<file path="config.mk">
export PLATFORM = sky130hd
export DESIGN_NAME = eq_spi_master
export DESIGN_NICKNAME = d
export VERILOG_FILES = /design/src/rtl/eq_spi_pkg.sv /design/src/rtl/spi_sck_gen.sv /design/src/rtl/eq_spi_master.sv
export SDC_FILE = /design/constraint.sdc
export NUM_CORES = 1
export LEC_CHECK = 0
export CAP_MARGIN = 30
export CORE_AREA = 2 2 123 125
export DETAILED_ROUTE_END_ITERATION = 6
export DIE_AREA = 0 0 125 127
export PLACE_DENSITY = 0.63
export SLEW_MARGIN = 30
export SYNTH_ARGS = -nofsm -noshare
export SYNTH_HDL_FRONTEND = slang
export SYNTH_HIERARCHICAL = 1
export SYNTH_SLANG_ARGS = --single-unit
</file>
<file path="constraint.sdc">
create_clock -name clk -period 7 [get_ports clk]
set_input_delay 1.05 -clock clk [delete_from_list [all_inputs] [get_ports clk]]
set_output_delay 1.05 -clock clk [all_outputs]
set_load 0.01 [all_outputs]
</file>
<file path="src/rtl/eq_spi_pkg.sv">
// eq_spi_pkg: shared state encoding and default sizing for the eq_spi master
package eq_spi_pkg;
  typedef enum logic [2:0] {IDLE, LEAD, HIGH, LOW, TRAIL} state_t;
  localparam int EQ_SPI_WIDTH = 32;
  localparam int EQ_SPI_CLK_DIV = 4;
endpackage

</file>
<file path="src/rtl/spi_sck_gen.sv">
// spi_sck_gen: half-period divider; ports clk, reset, en in, half_tick out (one-cycle strobe every CLK_DIV enabled cycles)
module spi_sck_gen #(
  parameter int CLK_DIV = 4
) (
  input  logic clk,
  input  logic reset,
  input  logic en,
  output logic half_tick
);
  localparam int CW = $clog2(CLK_DIV) + 1;
  logic [CW-1:0] cnt;
  assign half_tick = en && (cnt == CW'(CLK_DIV - 1));
  always_ff @(posedge clk or posedge reset)
    if (reset) cnt <= '0;
    else cnt <= (!en || half_tick) ? '0 : cnt + 1'b1;
endmodule

</file>
<file path="src/rtl/eq_spi_master.sv">
// eq_spi_master: mode-0 SPI initiator; start/tx_data in, rx_data/busy/done out, sck/ce/sdo/sdi serial link
module eq_spi_master import eq_spi_pkg::*; #(
  parameter int WIDTH = EQ_SPI_WIDTH,
  parameter int CLK_DIV = EQ_SPI_CLK_DIV
) (
  input  logic             clk,
  input  logic             reset,
  input  logic             start,
  input  logic [WIDTH-1:0] tx_data,
  output logic [WIDTH-1:0] rx_data,
  output logic             busy,
  output logic             done,
  output logic             sck,
  output logic             ce,
  output logic             sdo,
  input  logic             sdi
);
  localparam int BW = $clog2(WIDTH) + 1;
  generate
    if (CLK_DIV < 1) begin : g_bad_div
      $error("CLK_DIV must be >= 1");
    end
  endgenerate
  state_t state;
  logic [WIDTH-2:0] tx_sr;
  logic [WIDTH-1:0] rx_sr;
  logic [BW-1:0] bit_cnt;
  logic half_tick;
  spi_sck_gen #(.CLK_DIV(CLK_DIV)) u_sck_gen (
    .clk(clk),
    .reset(reset),
    .en(state != IDLE),
    .half_tick(half_tick)
  );
  // tx_sr holds only the bits not yet on sdo; the MSB goes straight to sdo on accept
  always_ff @(posedge clk or posedge reset)
    if (reset) begin
      state <= IDLE;
      tx_sr <= '0;
      rx_sr <= '0;
      rx_data <= '0;
      bit_cnt <= '0;
      busy <= 1'b0;
      done <= 1'b0;
      sck <= 1'b0;
      ce <= 1'b0;
      sdo <= 1'b0;
    end else begin
      done <= 1'b0;
      case (state)
        IDLE: if (start) begin
          tx_sr <= tx_data[WIDTH-2:0];
          sdo <= tx_data[WIDTH-1];
          ce <= 1'b1;
          busy <= 1'b1;
          state <= LEAD;
        end
        LEAD, LOW: if (half_tick) begin
          sck <= 1'b1;
          rx_sr <= {rx_sr[WIDTH-2:0], sdi};
          state <= HIGH;
        end
        HIGH: if (half_tick) begin
          sck <= 1'b0;
          if (bit_cnt == BW'(WIDTH - 1)) begin
            bit_cnt <= '0;
            state <= TRAIL;
          end else begin
            sdo <= tx_sr[WIDTH-2];
            tx_sr <= {tx_sr[WIDTH-3:0], 1'b0};
            bit_cnt <= bit_cnt + 1'b1;
            state <= LOW;
          end
        end
        TRAIL: if (half_tick) begin
          ce <= 1'b0;
          sdo <= 1'b0;
          busy <= 1'b0;
          done <= 1'b1;
          rx_data <= rx_sr;
          state <= IDLE;
        end
        default: state <= IDLE;
      endcase
    end
endmodule

</file>
==> out/qor.yml, run 1 <==
cp_cell_sequence: "nor3_2 > inv_1 > and2_2 > nand2_1 > inv_1 > o221ai_4 > buf_4 > mux2_2"
syn_nets: 359
slowest_stage: "dfrtp_1"
worstMarginPinSlew_ps: 808
yosysWarningCount: 6
cp-endpoint: "tx_sr[30]"
drc: 0
layout_commonest_cell: "dfrtp_1"
core_area_um2: 14400
grt_pass1_vias: 2825
dominantRegCellSynth: "dfrtp_1"
critPathLaunchType: "flip-flop"
grt_max_degree: 90
r2r_slack_ps: 4210
grt_pass1_wl_um: 14700
fin_nets: 429
critPathArrivalTime_ps: 3030
num_vias: 2694
cts.clk_slew.worst_paths_ps: 70
r2r.worst_path.cells: 8
dp_hpwl_um: 5620
critPathLaunch: "state[0]"
ioPinCount: 73
place_area_um2: 5840
maxCapViolations: 0
skew_ps: 9.84
drv_slew: 0
post_cts_buffers: 0
endpoint_kind: "flip-flop"
viasPerCell: 4.65
r2r_start: "state[0]"
htree_levels: 3
vdd_drop_max_v: 0.000154
areaGrowthSynthToFinish_pct: 22.0
hold_ws_ps: 455
max_stage_delay_ps: 560
fin_setup_tns_ps: 0
clockBufferDepth: 2
synth_edf_count: 0
crit_top_cell: "inv_1"
synth_seq_cells: 111
synthCells: 320
drive_gt1_frac: 0.301
hold_violations: 0
chipWidth_um: 125
cp_data_required_time_ps: 7240
cts_tree: "done"
fmax_mhz: 358
final_area_um2: 6120
cts.repair.resized: 0
die_y_um: 127
ys_seq_area_frac: 0.553
min_period_ps: 2790
overflow: 0
synthesis.area_um2: 5020
antenna_found_initial: 0
hold_class: "reg2reg"
antenna_left: 0
gr-usage-all-layers: 0.117
netlist-cell-type-count: 34
wirelength_um: 8600
fillers: 1314
powerDensity_nw_per_um2: 319
cts.sinks: 111
drt-pass1-iter-count: 4
hp-start: "u_sck_gen/cnt[0]"
finalSetupViolations: 0
relSlewSlack: 0.461
root_buffer: "clkbuf_16"
fin_util: 0.425
async_reset_ff_frac: 1.00
post-route-period-util: 0.399
io_buffers: 72
clkLatencyLatePin_ps: 350
crit_type: "reg2reg"
p_leak_nw: 2.96
timing.rr.end: "tx_sr[30]"
initial_utilization: 0.348
rows: 44
drt-wirelength-per-cell_um: 14.9
die_area_um2: 15900
power_w: 0.00195
run_status: "completed"
path_max_fanout: 31
ctsHoldBuffers: 0
drt_iter0_drc: 227
place_congestion: 0.763
n_antenna_cell: 0
rsz0062_at_grt: "no"
final_cell_mix: "dfrtp_1 (111), clkdlybuf4s50_1 (72), mux2_4 (58), mux2_1 (37), mux2_2 (30)"
synth_area_per_cell_um2: 15.7
numCtsBuffers: 9
## worst min-delay path by stage
stage | endpoint | slack, ps | depth (start not counted)
finish | u_sck_gen/cnt[0] | 460 | 1
global route | u_sck_gen/cnt[0] | 480 | 1
CTS | u_sck_gen/cnt[0] | 460 | 1
detailed placement | u_sck_gen/cnt[0] | 450 | 1
global placement | u_sck_gen/cnt[0] | 420 | 1
floorplan | u_sck_gen/cnt[0] | 410 | 1
## registers in the layout (all words and copies together), names as in the netlist
signal,count
bit_cnt,6
rx_sr,32
sdo,1
sck,1
tx_sr,31
state,3
ce,1
u_sck_gen/cnt,3
done,1
rx_data,32
## per-stage QoR
stage | std cells | setup slack [ps]
final | 579 | 4210
after global routing | 579 | 4060
after CTS | 579 | 4200
after detailed placement | 563 | 4160
after global placement | 563 | 4150
after floorplan | 320 | 3100
## critical path: cells and delay by family, from the launching register on
| kind | cells | cell delay [ps] |
|---|---|---|
| compound gates | 1 | 150 |
| buf+inv | 3 | 770 |
| flops | 1 | 560 |
| mux | 1 | 400 |
| simple gates | 3 | 780 |
## final cells by class
cell class | instances | area [um2] | area share
repair buffers | 76 | 754 | 0.123
clock inverters | 7 | 55.1 | 0.00899
well taps | 184 | 230 | 0.0376
multi-input cells | 180 | 2030 | 0.332
inverters | 12 | 47.5 | 0.00776
flip-flops and latches | 111 | 2780 | 0.454
clock buffers | 9 | 225 | 0.0368
## synthesized netlist by cell type (2+ instances only)
cell type / number / area, um2
dfrtp_1: 111 / 2780
mux2_4: 58 / 871
mux2_1: 37 / 417
mux2_2: 30 / 338
inv_1: 11 / 41.3
buf_2: 7 / 35.0
nand2_1: 7 / 26.3
nor2_1: 7 / 26.3
buf_6: 6 / 67.6
o21ai_0: 6 / 30.0
a21oi_1: 4 / 20.0
nand3_1: 4 / 20.0
buf_12: 3 / 60.1
ha_1: 3 / 37.5
nor3_2: 3 / 30.0
a211oi_1: 2 / 15.0
a22oi_1: 2 / 15.0
nor3b_1: 2 / 15.0
xnor2_1: 2 / 17.5
## metal layers
layer | up-vias | part of all wire | track usage
li1 | 1271 | - | -
met1 | 1377 | 0.44 | 0.147
met2 | 38 | 0.50 | 0.185
met3 | 8 | 0.047 | 0.0448
met4 | 0 | 0.015 | 0.0392
met5 | - | 0 | 0
## report_power, final
| group | internal [W] | switching (W) |
|---|---|---|
| Clock | 0.000246 | 0.000240 |
| Combinational | 0.000375 | 0.000214 |
| Sequential | 0.000779 | 0.0000993 |
| Total | 0.00140 | 0.000553 |
## cell families (layout without fill, tap and decap cells)
kind of cell,after synthesis,after routing,synth area share
adder cells (fa/ha/maj),3,3,0.00748
AND/OR/NAND/NOR,31,31,0.0404
flip-flops,111,111,0.553
multiplexers,126,126,0.326
buffers and inverters,29,104,0.0429
AO/OA/AOI/OAI,18,18,0.0264
XOR/XNOR,2,2,0.00349
No activity file was read; power rests on OpenSTA's default activity.
==> run 2: changes to the inputs <==
==> constraint.sdc (replaced) <==
create_clock -name clk -period 2.64 [get_ports clk]
set_input_delay 0.396 -clock clk [delete_from_list [all_inputs] [get_ports clk]]
set_output_delay 0.396 -clock clk [all_outputs]
set_load 0.01 [all_outputs]
==> run 2 against run 1 <==
Compared with the run above: cell count is 1.2% higher; fmax is 23% higher; combinational power grew to 2.8 times the previous value; clock power grew to 2.7 times the previous value; sequential power grew to 2.6 times the previous value; clock skew hardly changed; first-iteration DRC count is 60% lower; sequential share of layout area is 0.78 points lower; count of clock-buffer cells in the layout stayed put; critical path type unchanged; largest cell class unchanged.
==> out/qor.yml, run 2 (same netlist as run 1, synthesis figures left out) <==
final_cell_mix: "dfrtp_1 (111), clkdlybuf4s50_1 (72), mux2_4 (58), mux2_1 (37), mux2_2 (30)"
die_y_um: 127  # unchanged
drt_iter0_drc: 91  # -60%
cts.repair.resized: 0  # unchanged
place_area_um2: 5940  # +1.7%
hold_violations: 0  # unchanged
fillers: 1329  # +1.1%
htree_levels: 3  # unchanged
slowest_stage: "dfrtp_1"
post-route-period-util: 0.862  # +0.463
hold_ws_ps: 292  # -163 ps
skew_ps: 10.0  # +0.197 ps
grt_pass1_vias: 2857  # +1.1%
crit_top_cell: "inv_1"
antenna_found_initial: 0  # unchanged
relSlewSlack: 0.610  # +0.149
dp_hpwl_um: 5750  # +2.3%
min_period_ps: 2280  # -515 ps
dp.cells: 570  # +1.2%
drt-wirelength-per-cell_um: 14.7  # -1.1%
gr-usage-all-layers: 0.118  # +0.00132
r2r_start: "state[1]"
rsz0062_at_grt: "no"
rows: 44  # unchanged
critPathLaunchType: "flip-flop"
cts.sinks: 111  # unchanged
io_buffers: 72  # unchanged
power_w: 0.00525  # +170%
fin_nets: 436  # +1.6%
initial_utilization: 0.348  # unchanged
fin_cells: 586  # +1.2%
layout_commonest_cell: "dfrtp_1"
drc: 0  # unchanged
multi_input_area_um2: 2030  # -0.12%
critPathArrivalTime_ps: 2520  # -510 ps
wirelength_um: 8610  # about the same
final_area_um2: 6230  # +1.8%
drt-pass1-iter-count: 4  # unchanged
clkLatencyLatePin_ps: 350  # about the same
drv_slew: 0  # unchanged
viasPerCell: 4.65  # about the same
path_max_fanout: 31  # unchanged
worstMarginPinSlew_ps: 585  # -223 ps
overflow: 0  # unchanged
place_congestion: 0.748  # -2.0%
endpoint_kind: "flip-flop"
areaGrowthSynthToFinish_pct: 24.2
core_area_um2: 14400  # unchanged
cp_cell_sequence: "nor3_2 > inv_1 > and2_2 > nand2_1 > inv_1 > o221ai_4 > buf_12 > mux2_2"
clockBufferDepth: 2  # unchanged
num_vias: 2726  # +1.2%
chipWidth_um: 125  # unchanged
numCtsBuffers: 9  # unchanged
r2r_slack_ps: 360  # -3850 ps
crit_family: "simple AND/OR/NAND/NOR gates"
post_cts_buffers: 0  # unchanged
ioPinCount: 73  # unchanged
max_stage_delay_ps: 520  # -40 ps
finalSetupViolations: 0  # unchanged
cp_data_required_time_ps: 2880  # -4360 ps
ctsHoldBuffers: 0  # unchanged
die_area_um2: 15900  # unchanged
grt_max_degree: 45  # -50%
largestRegisters: "rx_data: 32 flops, rx_sr: 32 flops, tx_sr: 31 flops"
cts.clk_slew.worst_paths_ps: 70  # about the same
ff_latch_area_um2: 2780  # unchanged
fin_setup_tns_ps: 0  # unchanged
critPathLaunch: "state[1]"
fmax_mhz: 439  # +23%
p_leak_nw: 3.00  # +1.6%
vdd_drop_max_v: 0.000318  # +110%
maxCapViolations: 0  # unchanged
crit_type: "reg2reg"
path_buf_inv: 3  # unchanged
drive_gt1_frac: 0.313  # +0.0122
run_status: "completed"
n_antenna_cell: 0  # unchanged
cts_tree: "done"
grt_pass1_wl_um: 14900  # +1.5%
powerDensity_nw_per_um2: 843  # +160%
hold_class: "in2async"
root_buffer: "clkbuf_16"
antenna_left: 0  # unchanged
[run 2: metrics by stage]
stage | setup WS [ps] | util
floorplan | 466 | -
global placement | 444 | 0.412
detailed placement | 375 | 0.412
CTS | 356 | 0.432
global route | 216 | 0.432
finish | 364 | 0.432
[run 2: path summary, 6_finish.rpt]
| path | to | depth (start not counted) |
|---|---|---|
| setup / recovery | tx_sr[30] | 8 |
| hold / removal | u_sck_gen/cnt[0] | 2 |
| setup reg to reg | tx_sr[30] | 8 |
| hold reg to reg | u_sck_gen/cnt[0] | 1 |
| max in group asynchronous | tx_sr[19] | 3 |
| min in group clk | u_sck_gen/cnt[0] | 1 |
[run 2: layout make-up]
| type | count | area share |
|---|---|---|
| Clock inverter | 7 | 0.0104 |
| Inverter | 12 | 0.00783 |
| Tap cell | 184 | 0.0369 |
| Sequential cell | 111 | 0.446 |
| Multi-Input combinational cell | 180 | 0.326 |
| Timing Repair Buffer | 83 | 0.137 |
| Clock buffer | 9 | 0.0361 |
[run 2: power by group]
part	switching (W)	internal (W)	total, W
logic	0.000608	0.00103	0.00164
clock network	0.000654	0.000662	0.00132
registers	0.000233	0.00207	0.00230
total	0.00150	0.00376	0.00525
[run 2: layer usage]
metal | vias up | track usage | wire length [um]
met1 | 1384 | 0.156 | 4080
met5 | - | 0 | 0
met3 | 11 | 0.0218 | 219
met4 | 0 | 0.0647 | 224
li1 | 1294 | - | -
met2 | 37 | 0.184 | 4080
[run 2: worst reg2reg max path: stages, from the launching register on]
cell	delay (ps)
dfrtp_1	520
nor3_2	240
inv_1	110
and2_2	220
nand2_1	130
inv_1	110
o221ai_4	190
buf_12	280
mux2_2	380
